### src/rtl/mem_pkg.sv
// Shared definitions for the load/store path: funct3 width codes, FSM state
// encoding, default data width and the request legality check.
package mem_pkg;

    localparam int XLEN_DEFAULT = 32;

    localparam logic [2:0] F3_B  = 3'b000;
    localparam logic [2:0] F3_H  = 3'b001;
    localparam logic [2:0] F3_W  = 3'b010;
    localparam logic [2:0] F3_BU = 3'b100;
    localparam logic [2:0] F3_HU = 3'b101;

    typedef enum logic [2:0] {
        ST_IDLE  = 3'd0,
        ST_ADDR  = 3'd1,
        ST_DATA  = 3'd2,
        ST_WRITE = 3'd3,
        ST_DONE  = 3'd4
    } mau_state_e;

    // 1 when the request cannot be executed: unknown width code or an address
    // that is not naturally aligned for the access width. The 11x codes fall
    // into the default branch, which covers them for loads and stores alike.
    function automatic logic req_illegal(input logic [2:0] funct3,
                                         input logic [1:0] off);
        logic bad;
        case (funct3)
            F3_B, F3_BU: bad = 1'b0;
            F3_H, F3_HU: bad = off[0];
            F3_W:        bad = (off != 2'b00);
            default:     bad = 1'b1;
        endcase
        return bad;
    endfunction

endpackage

### src/rtl/load_extend.sv
// Combinational load-data extraction: selects the byte/halfword lane of a RAM
// word and sign- or zero-extends it according to funct3.
// Ports:
//   word_i   - full RAM word
//   funct3_i - RISC-V load width/sign code
//   off_i    - byte offset addr[1:0]
//   ext_o    - extended load value
module load_extend
    import mem_pkg::*;
#(
    parameter int XLEN = XLEN_DEFAULT
) (
    input  logic [XLEN-1:0] word_i,
    input  logic [2:0]      funct3_i,
    input  logic [1:0]      off_i,
    output logic [XLEN-1:0] ext_o
);

    logic [7:0]  byte_sel;
    logic [15:0] half_sel;

    always_comb begin
        byte_sel = word_i[{off_i, 3'b000} +: 8];
        half_sel = word_i[{off_i[1], 4'b0000} +: 16];
        case (funct3_i)
            F3_B:    ext_o = {{(XLEN-8){byte_sel[7]}}, byte_sel};
            F3_H:    ext_o = {{(XLEN-16){half_sel[15]}}, half_sel};
            F3_BU:   ext_o = {{(XLEN-8){1'b0}}, byte_sel};
            F3_HU:   ext_o = {{(XLEN-16){1'b0}}, half_sel};
            default: ext_o = word_i;
        endcase
    end

endmodule

### src/rtl/mem_access_unit.sv
// Load/store unit between the multi-cycle datapath and a word-organised RAM
// with a registered read port and a whole-word write enable. Sub-word stores
// are done as read-modify-write.
// Ports:
//   clk_i, reset_i        - clock, async active-high reset
//   req_i, we_i, funct3_i - request strobe, store flag, width/sign code
//   addr_i, wdata_i       - byte address, store data (lane from low bits)
//   ready_o, done_o       - idle indication, one-cycle completion pulse
//   rdata_o, err_o        - extended load data / error flag, valid with done_o
//   ram_we_o, ram_a_o     - RAM write enable, word-aligned RAM address
//   ram_wd_o, ram_rd_i    - RAM write data, RAM registered read data
module mem_access_unit
    import mem_pkg::*;
#(
    parameter int XLEN = XLEN_DEFAULT
) (
    input  logic            clk_i,
    input  logic            reset_i,
    input  logic            req_i,
    input  logic            we_i,
    input  logic [2:0]      funct3_i,
    input  logic [XLEN-1:0] addr_i,
    input  logic [XLEN-1:0] wdata_i,
    output logic            ready_o,
    output logic            done_o,
    output logic [XLEN-1:0] rdata_o,
    output logic            err_o,
    output logic            ram_we_o,
    output logic [XLEN-1:0] ram_a_o,
    output logic [XLEN-1:0] ram_wd_o,
    input  logic [XLEN-1:0] ram_rd_i
);

    mau_state_e      state_q;
    logic            we_q;
    logic [2:0]      funct3_q;
    logic [1:0]      off_q;
    logic [XLEN-1:0] wdata_q;
    logic [XLEN-1:0] rdata_q;
    logic            err_q;
    logic            ram_we_q;
    logic [XLEN-1:0] ram_a_q;
    logic [XLEN-1:0] ram_wd_q;   // doubles as the merge register for sb/sh

    logic            req_bad;
    logic [4:0]      lane_shift;
    logic [XLEN-1:0] lane_mask;
    logic [XLEN-1:0] lane_data;
    logic [XLEN-1:0] merge_d;
    logic [XLEN-1:0] rdata_d;

    assign req_bad = req_illegal(funct3_i, addr_i[1:0]);

    // funct3[0] separates halfword (x01) from byte (x00) stores; word stores
    // never reach the merge path.
    always_comb begin
        lane_shift = funct3_q[0] ? {off_q[1], 4'b0000} : {off_q, 3'b000};
        lane_mask  = funct3_q[0] ? (XLEN'(16'hFFFF) << lane_shift)
                                 : (XLEN'(8'hFF) << lane_shift);
        lane_data  = funct3_q[0] ? (XLEN'(wdata_q[15:0]) << lane_shift)
                                 : (XLEN'(wdata_q[7:0]) << lane_shift);
        merge_d    = (ram_rd_i & ~lane_mask) | lane_data;
    end

    load_extend #(.XLEN(XLEN)) u_load_extend (
        .word_i   (ram_rd_i),
        .funct3_i (funct3_q),
        .off_i    (off_q),
        .ext_o    (rdata_d)
    );

    always_ff @(posedge clk_i or posedge reset_i) begin
        if (reset_i) begin
            state_q  <= ST_IDLE;
            we_q     <= 1'b0;
            funct3_q <= '0;
            off_q    <= '0;
            wdata_q  <= '0;
            rdata_q  <= '0;
            err_q    <= 1'b0;
            ram_we_q <= 1'b0;
            ram_a_q  <= '0;
            ram_wd_q <= '0;
        end else begin
            case (state_q)
                ST_IDLE: begin
                    if (req_i) begin
                        we_q     <= we_i;
                        funct3_q <= funct3_i;
                        off_q    <= addr_i[1:0];
                        wdata_q  <= wdata_i;
                        rdata_q  <= '0;
                        err_q    <= req_bad;
                        ram_a_q  <= {addr_i[XLEN-1:2], 2'b00};
                        if (req_bad) begin
                            state_q <= ST_DONE;
                        end else if (we_i && funct3_i == F3_W) begin
                            // Full-word store needs no read, write right away.
                            ram_wd_q <= wdata_i;
                            ram_we_q <= 1'b1;
                            state_q  <= ST_WRITE;
                        end else begin
                            state_q <= ST_ADDR;
                        end
                    end
                end
                ST_ADDR: begin
                    state_q <= ST_DATA;
                end
                ST_DATA: begin
                    if (we_q) begin
                        ram_wd_q <= merge_d;
                        ram_we_q <= 1'b1;
                        state_q  <= ST_WRITE;
                    end else begin
                        rdata_q <= rdata_d;
                        state_q <= ST_DONE;
                    end
                end
                ST_WRITE: begin
                    ram_we_q <= 1'b0;
                    state_q  <= ST_DONE;
                end
                ST_DONE: begin
                    state_q <= ST_IDLE;
                end
                default: begin
                    ram_we_q <= 1'b0;
                    state_q  <= ST_IDLE;
                end
            endcase
        end
    end

    assign ready_o  = (state_q == ST_IDLE);
    assign done_o   = (state_q == ST_DONE);
    assign rdata_o  = rdata_q;
    assign err_o    = err_q;
    assign ram_we_o = ram_we_q;
    assign ram_a_o  = ram_a_q;
    assign ram_wd_o = ram_wd_q;

endmodule
### config.mk
export PLATFORM = sky130hd
export DESIGN_NAME = mem_access_unit
export DESIGN_NICKNAME = d
export VERILOG_FILES = /design/src/rtl/mem_pkg.sv /design/src/rtl/load_extend.sv /design/src/rtl/mem_access_unit.sv
export SDC_FILE = /design/constraint.sdc
export NUM_CORES = 1
export LEC_CHECK = 0
export CORE_MARGIN = 10
export CORE_UTILIZATION = 35
export DETAILED_ROUTE_END_ITERATION = 6
export SLEW_MARGIN = 20
export SYNTH_ARGS = -nofsm -noshare
export SYNTH_HDL_FRONTEND = slang
export SYNTH_SLANG_ARGS = --single-unit
### constraint.sdc
create_clock -name clk_i -period 6.2 [get_ports clk_i]
set_clock_uncertainty 0.15 [all_clocks]
set_input_delay 1.24 -clock clk_i [delete_from_list [all_inputs] [get_ports clk_i]]
set_output_delay 1.24 -clock clk_i [all_outputs]
set_load 0.01 [all_outputs]
Word level (Yosys, flattened, before mapping). Cells that the tools add are included.

Flip-flop bits (word level): 121. Bits in latches: 0. Memory bits (writable): 0. Memory bits (read-only): 0. Input port bits: 103. Output and inout port bits: 100. Memories: 0.

Add/subtract/negate cells: 0. Multiply operators: 0. Divide/modulo/power cells: 0. $lt $le $gt $ge: 0. Eq/ne operators: 16. Shift-type cells: 6. Multiplexer cells: 23. Bitwise logic cells: 4. Reductions and logical operators: 13.

Operators with widths (number): $mux W32 (8); $pmux W32 S2 (2); $pmux W32 S4 (1); $and A32 B32 Y32 (1); $not A32 Y32 (1); $or A32 B32 Y32 (1); $shiftx A32 B6 Y16 (1); $shiftx A32 B6 Y8 (1); $shl A16 B5 Y32 (1); $shl A16 B5 Y32 const A (1); $shl A8 B5 Y32 (1); $shl A8 B5 Y32 const A (1); $eq A3 B3 Y1 const B (5); $pmux W3 S4 (1); $reduce_and A5 Y1 (2); $eq A3 B1 Y1 const B (3); $eq A3 B2 Y1 const B (3); $logic_not A3 Y1 (3); $mux W3 (3); $ne A2 B2 Y1 const B (4); $pmux W1 S3 (2); $reduce_or A2 Y1 (3); $mux W1 (4); $mux W4 (1); 7 further kinds (8).

Logic depth before layout (Yosys ltp).
Depth after elaboration: 8. Gate-level depth with buffers: 7.

Hierarchy. A second synthesis with hierarchy kept.

Cell total of the unflattened synthesis: 561. Area total of the unflattened synthesis: 6281.0 um^2.

By module, submodules not included: mem_access_unit (times used 1, cells an instance 443, area each 5486.5 um^2, seq. area each 3027.9 um^2); load_extend (times used 1, cells an instance 118, area each 794.5 um^2, seq. area each 0.0 um^2).

Worst setup path before layout. Ideal clock, no wire load.

Path kind: in2reg. From: input port we_i. To: register state_q[1]. Arrival: 2193 ps. Data required time: 5907 ps. Path slack: 3715 ps. Stages on the path: 5. Buffers on the path: 2. Cell sequence: and3b_1 a31oi_1 buf_2 clkbuf_1 o21ai_0.

Longest elaborated chain between the ends: 5.

Ends and longest elaborated chain: from (decl) (line mem_access_unit.sv:20) `input logic we_i,`; $logic_and A1 B1 Y1 (line mem_access_unit.sv:97) `end else if (we_i && funct3_i == F3_W) begin`; $mux W2 (line mem_access_unit.sv:97); $mux W3 (line mem_access_unit.sv:95) `if (req_bad) begin`; $mux W3 (line mem_access_unit.sv:87) `if (req_i) begin`; $pmux W3 S4 (line mem_access_unit.sv:85) `case (state_q)`; to (signal assigned) (line mem_access_unit.sv:96) `state_q <= ST_DONE;`; to (signal assigned) (line mem_access_unit.sv:101) `state_q <= ST_WRITE;`; to (signal assigned) (line mem_access_unit.sv:103) `state_q <= ST_ADDR;`; to (decl) (line mem_access_unit.sv:34) `mau_state_e state_q;`.

Every way passes these cells. The select of a mux whose other input is x is not followed. A chain may end at the register's enable or synchronous reset.

Worst setup path after layout.
From: register state_q[0]. To: output port ready_o.

Longest elaborated chain between the ends: 1.

Ends and longest elaborated chain: from (signal assigned) (line mem_access_unit.sv:74) `state_q <= ST_IDLE;`; from (signal assigned) (line mem_access_unit.sv:96); from (signal assigned) (line mem_access_unit.sv:101); $logic_not A3 Y1 (line mem_access_unit.sv:135) `assign ready_o = (state_q == ST_IDLE);`; to (decl) (line mem_access_unit.sv:24) `output logic ready_o,`.

Every way passes these cells.

==> out/metrics.csv <==
stage;metric;value;unit
run_status;status;complete, no violations;
cells_and_area;Final #Nets;940;
power_and_ir_drop;pwr dens;519;nW/um^2
placed_design;Routability Congestion;0.826;
synthesis;Syn Std Cell Area;6050;sq um
synthesis;Synth Instances;669;
job;Max Cap Viol;0;
setup_path;Critical Path Slowest Stage Cell;clkdlybuf4s50_1;
cts;CTS root buf;clkbuf_16;
min_path;HP Class;register to register;
global_routing;largest net degree at the start of global routing;79;
floorplanning;Die ar.;22900;sq um
cts;htree depth;4;
detailed_routing;drt total wl;21700;um
setup_path;Crit. Startpoint;state_q[0]$_DFFE_PP0P_;
cts;Clock Latency Late Sink;0.41;ns
global_routing;GRT Total Usage;0.186;
setup_path;Top delay family on crit path;buffers and inverters;
sta;max-slew violation count;0;
floorplanning;Die Y;151;um
detailed_routing;DRC violations left;0;
min_path;Worst Min Path Start;ram_a_o[5]$_DFFE_PP0P_;
detailed_routing;1st-iter DRT viols;446;
synthesis;Seq/Total Area, Yosys;0.501;
synthesis;area leader, netlist;dfrtp_1;
cts;Hold Buf Count CTS;0;
floorplanning;chip width;151;um
setup_path;Slowest Stage Delay on Critical Path;0.60;ns
setup_path;Critical R2R Launch;state_q[0]$_DFFE_PP0P_;
global_routing;initial antenna violation count;0;
cts;clk slew on worst S/H paths;0.05;ns
setup_path;Worst Path Buf+Inv;1;
placed_design;HPWL after detailed placement;15700;um
cells_and_area;Layout area overhead;45.2;%
global_routing;first-pass GRT wire length;33300;um
synthesis;ys flop type;dfrtp_1;
sta;Setup Viol. Count Final;0;
synthesis;YS warnings;0;
synthesis;Synth area leaders;dfrtp_1 (50%), nand2_1 (12%), o31ai_1 (3.8%), a221o_1 (2.8%), nor2_1 (2.4%);
cts;cts bufs inserted;17;
setup_path;Required @ worst endpoint;4.81;ns
setup_path;Crit. End Element;output pin;
detailed_routing;drt wl/cell;20.2;um
sta;Final Cycle Share;0.513;
synthesis;Post-synth top cells;nand2_1 (198), dfrtp_1 (121), nor2_1 (39), clkbuf_1 (36), o31ai_1 (31);
detailed_routing;Vias/cell;5.28;
synthesis;EDFF count, synth;0;
placed_design;port bufs;200;
power_and_ir_drop;Leakage;3.87;nW
setup_path;startpoint types;register;
global_routing;GR Overflow Total;0;
floorplanning;Starting Density;0.353;
synthesis;synthesized area per cell;9.04;sq um
floorplanning;core area;17100;sq um
cts;Post-CTS Resized;0;
setup_path;CP Max Fanout;11;
placed_design;placed instance area;8160;sq um
cells_and_area;Final Cell Area;8780;sq um
sta;f_max;314;MHz
floorplanning;num ports;203;
sta;min Tclk post-route;3.18;ns
sta;RSZ-0062 raised after global routing;false;
global_routing;vias in the first global route;5757;
cts;CTS max path bufs;2;
cts;CTS tree;done;
detailed_routing;Pre-Repair DR Iteration Count;5;
cts;post-CTS setup buffer count;0;
cts;Num Clock Sinks;121;
setup_path;CP Class;register to output pin;
setup_path;critical path cell sequence;nor3_1, clkdlybuf4s50_1;
cells_and_area;number of antenna diodes;0;
detailed_routing;routed vias;5678;
setup_path;CP arrival;1.79;ns
cells_and_area;share of layout cells above drive strength 1;0.0624;
sta;Max-slew headroom;0.327;
floorplanning;FP Rows;48;
synthesis;post-synth top area share;0.501;
synthesis;synth unique cells;45;
synthesis;Async SR Flop Fraction;1.00;
sta;setup_tns;0;ns
synthesis;most instantiated library cell after synthesis;nand2_1;
power_and_ir_drop;Worst VDD drop;0.241;mV
sta;hold slack;0.326;ns
detailed_routing;Detail Route Antenna Nets;0;
sta;Worst-Margin Slew;1.01;ns
sta;final hold vios;0;
synthesis;flops & latches, synth;121;
stage by stage:
stage	cells	utilization	worst slack (ns)	power [mW]
2_1_floorplan	670	-	1.60	2.54
4_1_cts	1075	0.513	2.98	4.60
3_3_place_gp	1043	0.476	2.95	3.50
5_1_grt	1075	0.513	2.90	4.87
6_report	1075	0.513	3.02	4.56
3_5_place_dp	1043	0.476	2.90	3.55
final timing paths:
check,endpoint,slack (ns),cells after the start
worst max-delay path,ready_o,3.02,2
worst min-delay path,ram_a_o[5]$_DFFE_PP0P_,0.33,2
worst max register to register,ram_wd_o[26]$_DFFE_PP0P_,3.55,3
worst min register to register,ram_a_o[5]$_DFFE_PP0P_,0.33,2
max in group asynchronous,rdata_o[9]$_DFFE_PP0P_,3.51,3
min in group asynchronous,ram_wd_o[9]$_DFFE_PP0P_,1.27,2
final cells by class:
cell class	count	area (sq um)
clock buffer	25	505
clock inverter	7	113
fill	1622	8340
inverter	4	17.5
multi-input combinational	486	2780
sequential	121	3030
tap	225	282
timing repair buffer	207	2050
kinds of logic after synthesis:
group | synth area share
other | 0.000620
and+or+nand+nor | 0.218
muxes | 0.0343
DFF | 0.501
AOI/OAI and AO/OA | 0.199
buffers and inverters | 0.0468
layout by cell type, fill, tap and decap left out, drive strengths merged, types with 11 or more instances in the layout:
cell type	count
clkdlybuf4s50	200
nand2	198
dfrtp	121
nor2	41
o31ai	31
clkbuf	25
nor2b	22
a21oi	19
a221o	17
o21ai	17
a221oi	16
mux2i	14
nand2b	11
o22ai	11
report_power, final:
| group | switching [mW] | leakage (nW) | internal, mW |
|---|---|---|---|
| clock | 0.339 | 0.303 | 0.684 |
| combinational | 1.06 | 2.02 | 0.980 |
| sequential | 0.338 | 1.54 | 1.16 |
layer usage:
layer / vias to the layer above / GRT usage / part of all wire
li1: 2688 / - / -
met1: 2761 / 0.231 / 0.42
met2: 213 / 0.306 / 0.48
met3: 16 / 0.0678 / 0.086
met4: 0 / 0.0337 / 0.0089
met5: - / 0 / 0
worst register-to-register path, cell delays in order, from the launching register on:
cell       delay, ns
dfrtp_1         0.50
or3b_2          0.82
a2111oi_0       0.87
o31ai_1         0.16
flip-flops by register name, indices dropped and copies added, names as in the netlist:
name	cells
ram_wd_o	32
rdata_o	32
ram_a_o	30
wdata_q	16
funct3_q	3
state_q	3
off_q	2
err_o	1
ram_we_o	1
we_q	1
Note: power is estimated with default switching activity, not from simulation.
